<file path="config.mk">
export PLATFORM = sky130hd
export DESIGN_NAME = logic_unit_pipe
export DESIGN_NICKNAME = d
export VERILOG_FILES = /design/src/rtl/logic_unit_pipe.sv
export SDC_FILE = /design/constraint.sdc
export NUM_CORES = 1
export LEC_CHECK = 0
export CAP_MARGIN = 5
export CORE_ASPECT_RATIO = 1.4
export CORE_MARGIN = 2
export CORE_UTILIZATION = 52
export DETAILED_ROUTE_END_ITERATION = 8
export GPL_TIMING_DRIVEN = 0
export PLACE_DENSITY = 0.83
export SYNTH_ARGS = -nofsm -noshare
export SYNTH_HDL_FRONTEND = slang
export SYNTH_SLANG_ARGS = --single-unit
</file>
<file path="constraint.sdc">
create_clock -name i_clk -period 1.9 [get_ports i_clk]
set_clock_uncertainty 0.2 [all_clocks]
set_input_delay 0.57 -clock i_clk [delete_from_list [all_inputs] [get_ports i_clk]]
set_output_delay 0.57 -clock i_clk [all_outputs]
set_load 0.02 [all_outputs]
</file>
<file path="src/rtl/logic_unit_pipe.sv">
// logic_unit_pipe: pipelined two-operand bitwise logic unit with valid/ready backpressure,
// registered result flags and a wrapping count of delivered results.
module logic_unit_pipe #(
  parameter int unsigned WIDTH  = 8,
  parameter int unsigned STAGES = 2
) (
  input  logic             i_clk,
  input  logic             i_rst_n,
  input  logic             i_valid,
  output logic             o_ready,
  input  logic [2:0]       i_op,
  input  logic [WIDTH-1:0] i_a,
  input  logic [WIDTH-1:0] i_b,
  output logic             o_valid,
  input  logic             i_ready,
  output logic [WIDTH-1:0] o_result,
  output logic             o_zero,
  output logic             o_ones,
  output logic [15:0]      o_count
);

  if (WIDTH == 0 || WIDTH > 64) begin : g_bad_width
    $error("logic_unit_pipe: WIDTH must be in 1..64");
  end
  if (STAGES == 0 || STAGES > 4) begin : g_bad_stages
    $error("logic_unit_pipe: STAGES must be in 1..4");
  end

  localparam int unsigned Last = STAGES - 1;

  typedef enum logic [2:0] {
    OpAnd  = 3'd0,
    OpOr   = 3'd1,
    OpXor  = 3'd2,
    OpNand = 3'd3,
    OpNor  = 3'd4,
    OpXnor = 3'd5,
    OpAndn = 3'd6,
    OpPass = 3'd7
  } op_e;

  op_e              op;
  logic [WIDTH-1:0] alu_res;

  logic [STAGES-1:0] valid_q, valid_d;
  logic [WIDTH-1:0]  data_q  [STAGES];
  logic [WIDTH-1:0]  data_d  [STAGES];
  logic [STAGES-1:0] load;
  logic [STAGES-1:0] in_valid;
  logic [WIDTH-1:0]  in_data [STAGES];
  logic              zero_q, zero_d;
  logic              ones_q, ones_d;
  logic [15:0]       count_q, count_d;
  logic              deliver;

  assign op = op_e'(i_op);

  always_comb begin
    alu_res = i_a;
    unique case (op)
      OpAnd:  alu_res = i_a & i_b;
      OpOr:   alu_res = i_a | i_b;
      OpXor:  alu_res = i_a ^ i_b;
      OpNand: alu_res = ~(i_a & i_b);
      OpNor:  alu_res = ~(i_a | i_b);
      OpXnor: alu_res = ~(i_a ^ i_b);
      OpAndn: alu_res = i_a & ~i_b;
      OpPass: alu_res = i_a;
    endcase
  end

  // A stage may load if it is empty or anything downstream of it can drain this cycle,
  // so the ready chain ripples from the consumer back towards stage 0.
  always_comb begin : p_load
    logic nxt;
    load = '0;
    nxt  = i_ready;
    for (int k = STAGES - 1; k >= 0; k--) begin
      load[k] = ~valid_q[k] | nxt;
      nxt     = load[k];
    end
  end

  always_comb begin
    in_valid[0] = i_valid;
    in_data[0]  = alu_res;
    for (int k = 1; k < STAGES; k++) begin
      in_valid[k] = valid_q[k-1];
      in_data[k]  = data_q[k-1];
    end
  end

  assign deliver = valid_q[Last] & i_ready;

  always_comb begin
    valid_d = valid_q;
    data_d  = data_q;
    zero_d  = zero_q;
    ones_d  = ones_q;
    for (int k = 0; k < STAGES; k++) begin
      if (load[k]) begin
        valid_d[k] = in_valid[k];
        if (in_valid[k]) begin
          data_d[k] = in_data[k];
        end
      end
    end
    // Flags follow the data into the output stage so they never lag o_result.
    if (load[Last] && in_valid[Last]) begin
      zero_d = ~|in_data[Last];
      ones_d = &in_data[Last];
    end
    count_d = count_q + {15'd0, deliver};
  end

  always_ff @(posedge i_clk or negedge i_rst_n) begin
    if (!i_rst_n) begin
      valid_q <= '0;
      for (int k = 0; k < STAGES; k++) begin
        data_q[k] <= '0;
      end
      zero_q  <= 1'b0;
      ones_q  <= 1'b0;
      count_q <= 16'd0;
    end else begin
      valid_q <= valid_d;
      for (int k = 0; k < STAGES; k++) begin
        data_q[k] <= data_d[k];
      end
      zero_q  <= zero_d;
      ones_q  <= ones_d;
      count_q <= count_d;
    end
  end

  assign o_ready  = load[0];
  assign o_valid  = valid_q[Last];
  assign o_result = data_q[Last];
  assign o_zero   = zero_q;
  assign o_ones   = ones_q;
  assign o_count  = count_q;

  property p_stall_stable;
    @(posedge i_clk) disable iff (!i_rst_n)
      (o_valid && !i_ready) |=>
        (o_valid && $stable(o_result) && $stable(o_zero) && $stable(o_ones));
  endproperty
  a_stall_stable: assert property (p_stall_stable);

endmodule

</file>
### After elaboration in Yosys (flattened, before gate mapping)

Cells that the tools add are included.

* logic and storage cells: 36
* output and inout port bits: 28
* flip-flop bits (word level): 36

* eq/ne operators: 7
* reductions and logical operators: 7
* bitwise operators: 13
* add/sub/neg operators: 1
* multiplexer cells: 1

Operators by type and width (number)
* one-hot mux 8 bit (8 select lines): 1
* inverter 8 bit: 4
* adder 16 x 1 -> 16 bit: 1
* AND 8 bit: 2
* equality test 3 bit, second input constant: 4
* OR 8 bit: 1
* AND reduction 8 bit: 1
* OR reduction 8 bit: 1
* bitwise XOR 8 bit: 1
* equality test 3 x 2 -> 1 bit, second input constant: 2
* AND reduction 2 bit: 2
* equality test 3 x 1 -> 1 bit, second input constant: 1
* logical NOT 3 bit: 1
* inverter 1 bit: 2
* OR 1 bit: 2
* AND 1 bit: 1
* logical AND 1 bit: 1
* logical NOT 1 bit: 1

### Depth between registers and ports, before layout

Gate-level depths: netlist (run 1).

* depth after elaboration: 4
* gate-level depth with buffers: 7
* depth with buffers taken out: 6

### Least setup slack after synthesis (run 1)

Ideal clock, no wire load.

* path type: input-to-reg
* start: in i_ready
* end: reg count_q[10] (netlist: o_count[10])
* cell stages on the path: 6
* slack: 0.011 ns
* library setup time: 0.130 ns
* arrival time: 1.559 ns
* path through: and2_1 -> ha_1 -> ha_1 -> and3_1 -> nand4_1 -> xnor2_1

* word-level cells in the longest chain between the ends: 2

Ends and longest elaborated chain
* start: declaration: line 15 `input logic i_ready,`
* AND 1 bit: line 93 `assign deliver = valid_q[Last] & i_ready;`
* adder 16 x 1 -> 16 bit: line 113 `count_d = count_q + {15'd0, deliver};`
* net count_d[10]: line 53 `logic [15:0] count_q, count_d;`
* end signal: assignment: line 132 `count_q <= count_d;`
* end: declaration: line 53

The timed path passes the listed nets, and every way through them passes these cells.
A chain may end at the register's enable or synchronous reset.

### Worst setup path in the final report (run 1)

* start: reg count_q[1] (netlist: o_count[1])
* end: out o_count[1]

RTL lines
* end: declaration: line 19 `output logic [15:0] o_count`

No word-level cell between the ends.

==> out/results.ini, run 1 <==
[setup_path]
critical_path_required_ns = 1.13
worst-setup-path-type = reg2out
crit_family = flip-flops
cp-end-kind = output port
cp_num_buf_inv = 1
crit_slowest_cell = dfrtp_1
r2r_start = valid_q[1]
rrSetupSlack_ns = 0.19
crit_path_end = o_count[1]
start_kind = flop
crit_chain = clkdlybuf4s15_2
regToRegEndpoint = o_count[10]
path_depth = 1
r2r_cells = 6
startpoint = o_count[1]
max_stage_delay_ns = 0.49
cp_max_fo = 5
arrival_ns = 1.10

[timing]
min_period_ns = 1.87
hold_slack_ns = 0.147
tightest_slew_ns = 0.778
setup_viol = 0
relSlewSlack_pct = 48.1
hold_viol = 0
slew_viol_final = 0
rsz0062_at_grt = yes
period_share_pct = 98.6
worst_slack_ns = 0.0261
fmax_ghz = 0.534
setup_tns_ns = 0

[grt]
antenna_found_initial = 0
grt_pass1_vias = 2103
grt_overflow = 0
grt_max_degree = 37
grt_usage_pct = 23.2
grt_pass1_wl_mm = 9.77

[placement]
gp_congestion = 0.831
dp_hpwl_mm = 3.95
pre_cts_slack_ns = -0.710
port_buffers = 49
postPlaceCellArea_sq_mm = 0.00303
dp_cells = 362

[synth]
yosys.cell_types.count = 41
synth_area_leaders = dfrtp_1 (37%), ha_1 (13%), mux2_2 (3.7%), o32ai_1 (3.6%), inv_1 (3.3%)
synth_top_cell_by_area = dfrtp_1
synth_fp_nets = 300
postSynthCellCount = 251
synth_area_sq_mm = 0.00247
ys.flop_type = dfrtp_1
synth-seq-cells = 36
ys_warn_count = 0
async_reset_ff_share_pct = 100
synth_edf_count = 0
yosysTopAreaCellShare_pct = 36.5
seq_area_frac_synth_pct = 36.5
synth.avg_cell_area_sq_um = 9.83

[finish]
syn_to_final_growth_pct = 32.7
fin_util_pct = 72.2
n_antenna_cell = 0
final_cells = 371
final_area_sq_mm = 0.00327
final_nets = 357
drive_gt1_share_pct = 23.0

[floorplanning]
io_pins = 51
die_y_um = 85.5
core_sq_mm = 0.00454
start_util_pct = 54.4
die_w_um = 62.2
row_count = 29
die-area_sq_mm = 0.00532

[route]
wl_per_cell_um = 15.2
wl_mm = 5.66
viasPerCell = 5.52
vias = 2049
dr.pass1.iters = 4
drtIter0Drc = 142
drc_errors = 0
postRouteAntennaNets = 0

[worst_hold_path]
worstHoldPathType = in2async

[clock_network]
clock-sinks = 36
h-tree-depth = 2
tritoncts = built
root_buffer = clkbuf_8
clock_latency_ns = 0.30
clockBufferDepth = 2
clk_pin_slew_ns = 0.08
cts_made_buffers = 5

[pwr]
pwr-share-clk_pct = 25.6
switching_share_pct = 33.8
total_leakage_power_nw = 1.57
ir_drop_v = 0.000297
p_seq_share_pct = 40.6
p_sw_mw = 0.887
p_per_area_mw_per_mm2 = 802
p_total_mw = 2.63
p_int_mw = 1.74
pwr-share-comb_pct = 33.7

[job]
cap_viol_max_count = 0

[run_status]
outcome = finished, final reports clean

-- cell families (layout without fill, tap and decap cells) --
| family | count (synthesis) | after routing | synth area share (%) |
|---|---|---|---|
| compound gates | 46 | 46 | 13.2 |
| xor+xnor | 14 | 14 | 4.97 |
| fa+ha+maj | 26 | 26 | 13.2 |
| buf+inv | 41 | 99 | 9.44 |
| flops | 36 | 36 | 36.5 |
| mux | 15 | 15 | 6.49 |
| simple gates | 73 | 73 | 16.1 |
-- placed cells by master, fill, tap and decap left out, types with 4 or more instances in the layout --
master            n
nand2_1          22
o32ai_2           4
o22ai_1           4
nand4_1           5
dfrtp_1          35
xor2_1            5
ha_1             17
and2_1            4
clkbuf_8          5
o32ai_1           6
nor2_1            8
o21ai_0           5
o31ai_1           6
xnor2_1           9
mux2i_1           7
dlygate4sd2_1    29
ha_4              9
inv_1            15
buf_4            10
a21oi_1           5
nand3_1           7
clkdlybuf4s15_1  14
inv_2             7
buf_6             6
nand2b_1          7
mux2_2            8
-- power groups by stage --
stage	Clock (mW)	Combinational [mW]	Sequential (mW)
6_report	0.673	0.886	1.07
3_5_place_dp	0	0.903	1.07
3_3_place_gp	0	0.876	1.06
4_1_cts	0.680	0.874	1.06
5_1_grt	0.719	0.964	1.09
2_1_floorplan	0	0.447	1.12
-- worst min-delay path by stage --
stage | endpoint | slack (ns)
2_1_floorplan | data_q[10] | 0.07
3_3_place_gp | o_count[15] | 0.26
3_5_place_dp | o_count[15] | 0.26
4_1_cts | o_result[7] | 0.17
5_1_grt | o_count[1] | 0.20
6_report | o_count[1] | 0.15
-- Yosys cell counts (2+ instances only) --
master,count
dfrtp_1,36
ha_1,26
inv_1,22
nand2_1,22
o32ai_1,10
xnor2_1,9
buf_4,8
mux2_2,8
nor2_1,8
a21oi_1,7
mux2i_1,7
nand2b_1,7
nand3_1,7
o31ai_1,6
and2_1,5
buf_6,5
nand4_1,5
o21ai_0,5
xor2_1,5
a311oi_1,4
o22ai_1,4
a211oi_1,3
and2b_1,3
and3_1,3
buf_2,3
nor2b_1,3
o21ai_1,3
and4_1,2
clkbuf_4,2
nor4_1,2
-- metal layers --
layer | up-vias | global-route usage [%] | wire (um)
met5 | - | 0 | 0
met3 | 6 | 4.64 | 297
met4 | 0 | 8.28 | 76
met2 | 84 | 44.6 | 3060
li1 | 984 | - | -
met1 | 975 | 25.0 | 2220
-- flip-flops by register name, indices dropped and copies added (netlist names) --
| register | flops |
|---|---|
| o_count | 16 |
| o_ones | 1 |
| valid_q | 2 |
| data_q | 8 |
| o_result | 8 |
| o_zero | 1 |
-- timing repair --
item,in CTS,in global routing
hold buffers,0,0
endpoints found under the hold margin,0,0
endpoints found under the setup margin,53,23
pin swaps,14,2
setup buffers,1,0
resized for setup,82,21
-- area by class of cell --
class | instances | area [sq um]
flip-flops and latches | 36 | 902
clock inverters | 3 | 42.5
inverters | 22 | 82.6
well taps | 62 | 77.6
fillers | 359 | 1260
clock buffers | 5 | 68.8
multi-input cells | 174 | 1500
plain buffers | 19 | 154
repair buffers | 50 | 449
(Power assumes the default switching activity.)
==> run 2, diff against run 1 <==
CORE_ASPECT_RATIO = not set   (was 1.4)
CORE_UTILIZATION = 53   (was 52)
CTS_BUF_LIST = sky130_fd_sc_hd__clkbuf_8   (was not set)
PLACE_DENSITY = 0.84   (was 0.83)
==> out/results.ini, run 2 (synthesis gave the netlist of run 1 again) <==
[placement]
dp_hpwl_mm = 3.91  ; -1.1%
pre_cts_slack_ns = -0.718  ; -0.00849 ns
gp_congestion = 0.855  ; +3.0%
port_buffers = 49  ; unchanged

[route]
drtIter0Drc = 127  ; -11%
wl_mm = 5.65  ; -0.16%
wl_per_cell_um = 15.6  ; +2.3%
postRouteAntennaNets = 0  ; unchanged
drc_errors = 0  ; unchanged
viasPerCell = 5.83  ; +5.5%
vias = 2109  ; +2.9%
dr.pass1.iters = 4  ; unchanged

[finish]
mostFrequentLayoutCell = dfrtp_1
n_antenna_cell = 0  ; unchanged
layout_common_cells = dfrtp_1 (34), dlygate4sd2_1 (30), nand2_1 (22)
final_nets = 358  ; +0.28%
largest_reg_flops = 16  ; unchanged
syn_to_final_growth_pct = 32.3
fin_util_pct = 73.9  ; +1.8 points
drive_gt1_share_pct = 24.5  ; +1.5 points

[floorplanning]
die_y_um = 72.2  ; -16%
io_pins = 51  ; unchanged
start_util_pct = 55.9  ; +1.5 points
die-area_sq_mm = 0.00522  ; -1.9%
row_count = 24  ; -17%
die_w_um = 72.2  ; +16%
core_sq_mm = 0.00441  ; -2.7%

[pwr]
total_leakage_power_nw = 1.59  ; +1.6%
ir_drop_v = 0.000402  ; +35%
p_per_area_mw_per_mm2 = 778  ; -3.0%

[worst_hold_path]
worstHoldPathType = in2async

[timing]
rsz0062_at_grt = yes
hold_viol = 0  ; unchanged
min_period_ns = 1.87  ; -0.00880 ns
relSlewSlack_pct = 49.1  ; +0.96 points
fmax_ghz = 0.536  ; +0.47%
tightest_slew_ns = 0.763  ; -0.0145 ns
setup_viol = 0  ; unchanged
period_share_pct = 98.2  ; -0.46 points
worst_slack_ns = 0.0349  ; +0.00880 ns
slew_viol_final = 0  ; unchanged
setup_tns_ns = 0  ; unchanged

[clock_network]
clockBufferDepth = 2  ; unchanged
hold_buffers = 0  ; unchanged
clk_pin_slew_ns = 0.07  ; about the same
h-tree-depth = 2  ; unchanged
tritoncts = built
cts_made_buffers = 5  ; unchanged
clock_latency_ns = 0.29  ; about the same
clock-sinks = 36  ; unchanged
root_buffer = clkbuf_8

[setup_path]
r2r_start = o_count[2]
critical_path_required_ns = 1.13  ; about the same
regToRegEndpoint = o_count[15]
start_kind = flop
crit_slowest_cell = dfrtp_1
path_depth = 1  ; unchanged
rrSetupSlack_ns = 0.26  ; +0.07 ns
max_stage_delay_ns = 0.44  ; -0.05 ns
cp_max_fo = 6  ; +1
cp-end-kind = output port
r2r_cells = 4  ; -2
arrival_ns = 1.10  ; about the same
crit_chain = dlygate4sd2_1
cp_num_buf_inv = 1  ; unchanged
crit_family = flip-flops
worst-setup-path-type = reg2out

[grt]
grt_pass1_vias = 2108  ; +0.24%
grt_usage_pct = 23.9  ; +0.70 points
grt_pass1_wl_mm = 9.72  ; -0.49%
grt_overflow = 0  ; unchanged
antenna_found_initial = 0  ; unchanged
grt_max_degree = 37  ; unchanged

[run_status]
outcome = finished, final reports clean

[job]
cap_viol_max_count = 0  ; unchanged

## run 2: per-layer routing
metal	routed length [um]	share of wire, %	track usage (%)	vias to the layer above
met5	0	0	0	-
met2	2810	50	40.4	92
li1	-	-	-	993
met3	325	5.8	3.33	22
met1	2310	41	29.2	1002
met4	204	3.6	13.4	0
## run 2: what timing repair did
| action | in CTS | in global routing |
|---|---|---|
| pin swaps | 17 | 4 |
| setup endpoints to repair | 52 | 21 |
| cloned | 0 | 0 |
| resized for setup | 81 | 26 |
| buffers inserted | 2 | 0 |
## run 2: power by group
part,switching [mW],internal (mW),total (mW)
Clock,0.275,0.289,0.564
Sequential,0.153,0.918,1.07
Combinational,0.459,0.446,0.905
## run 2: area by class of cell
class / instances / area (sq um)
clock inverter: 2 / 11.3
timing repair buffer: 51 / 447
sequential: 36 / 903
clock buffer: 6 / 82.6
multi-input combinational: 174 / 1520
buffer: 19 / 154
fill: 337 / 1150
tap: 52 / 65.1
inverter: 22 / 82.6
## run 2: per-stage QoR
step	instances	instance area, sq um	total power, mW	hold slack (ns)
detailed placement	352	3020	1.97	0.257
global route	362	3260	2.68	0.224
floorplan	251	2470	1.57	0.0744
global placement	352	3020	1.94	0.256
finish	362	3260	2.54	0.142
CTS	362	3240	2.51	0.173
## run 2: how the worst max path moves through the flow
stage | from | endpoint | slack [ns]
detailed placement | i_ready | o_ready | -0.72
floorplan | i_ready | o_count[10] | 0.01
CTS | i_ready | o_ready | -0.07
finish | o_count[11] | o_count[11] | 0.03
global placement | i_ready | o_ready | -0.72
global route | i_b[5] | data_q[13] | -0.06
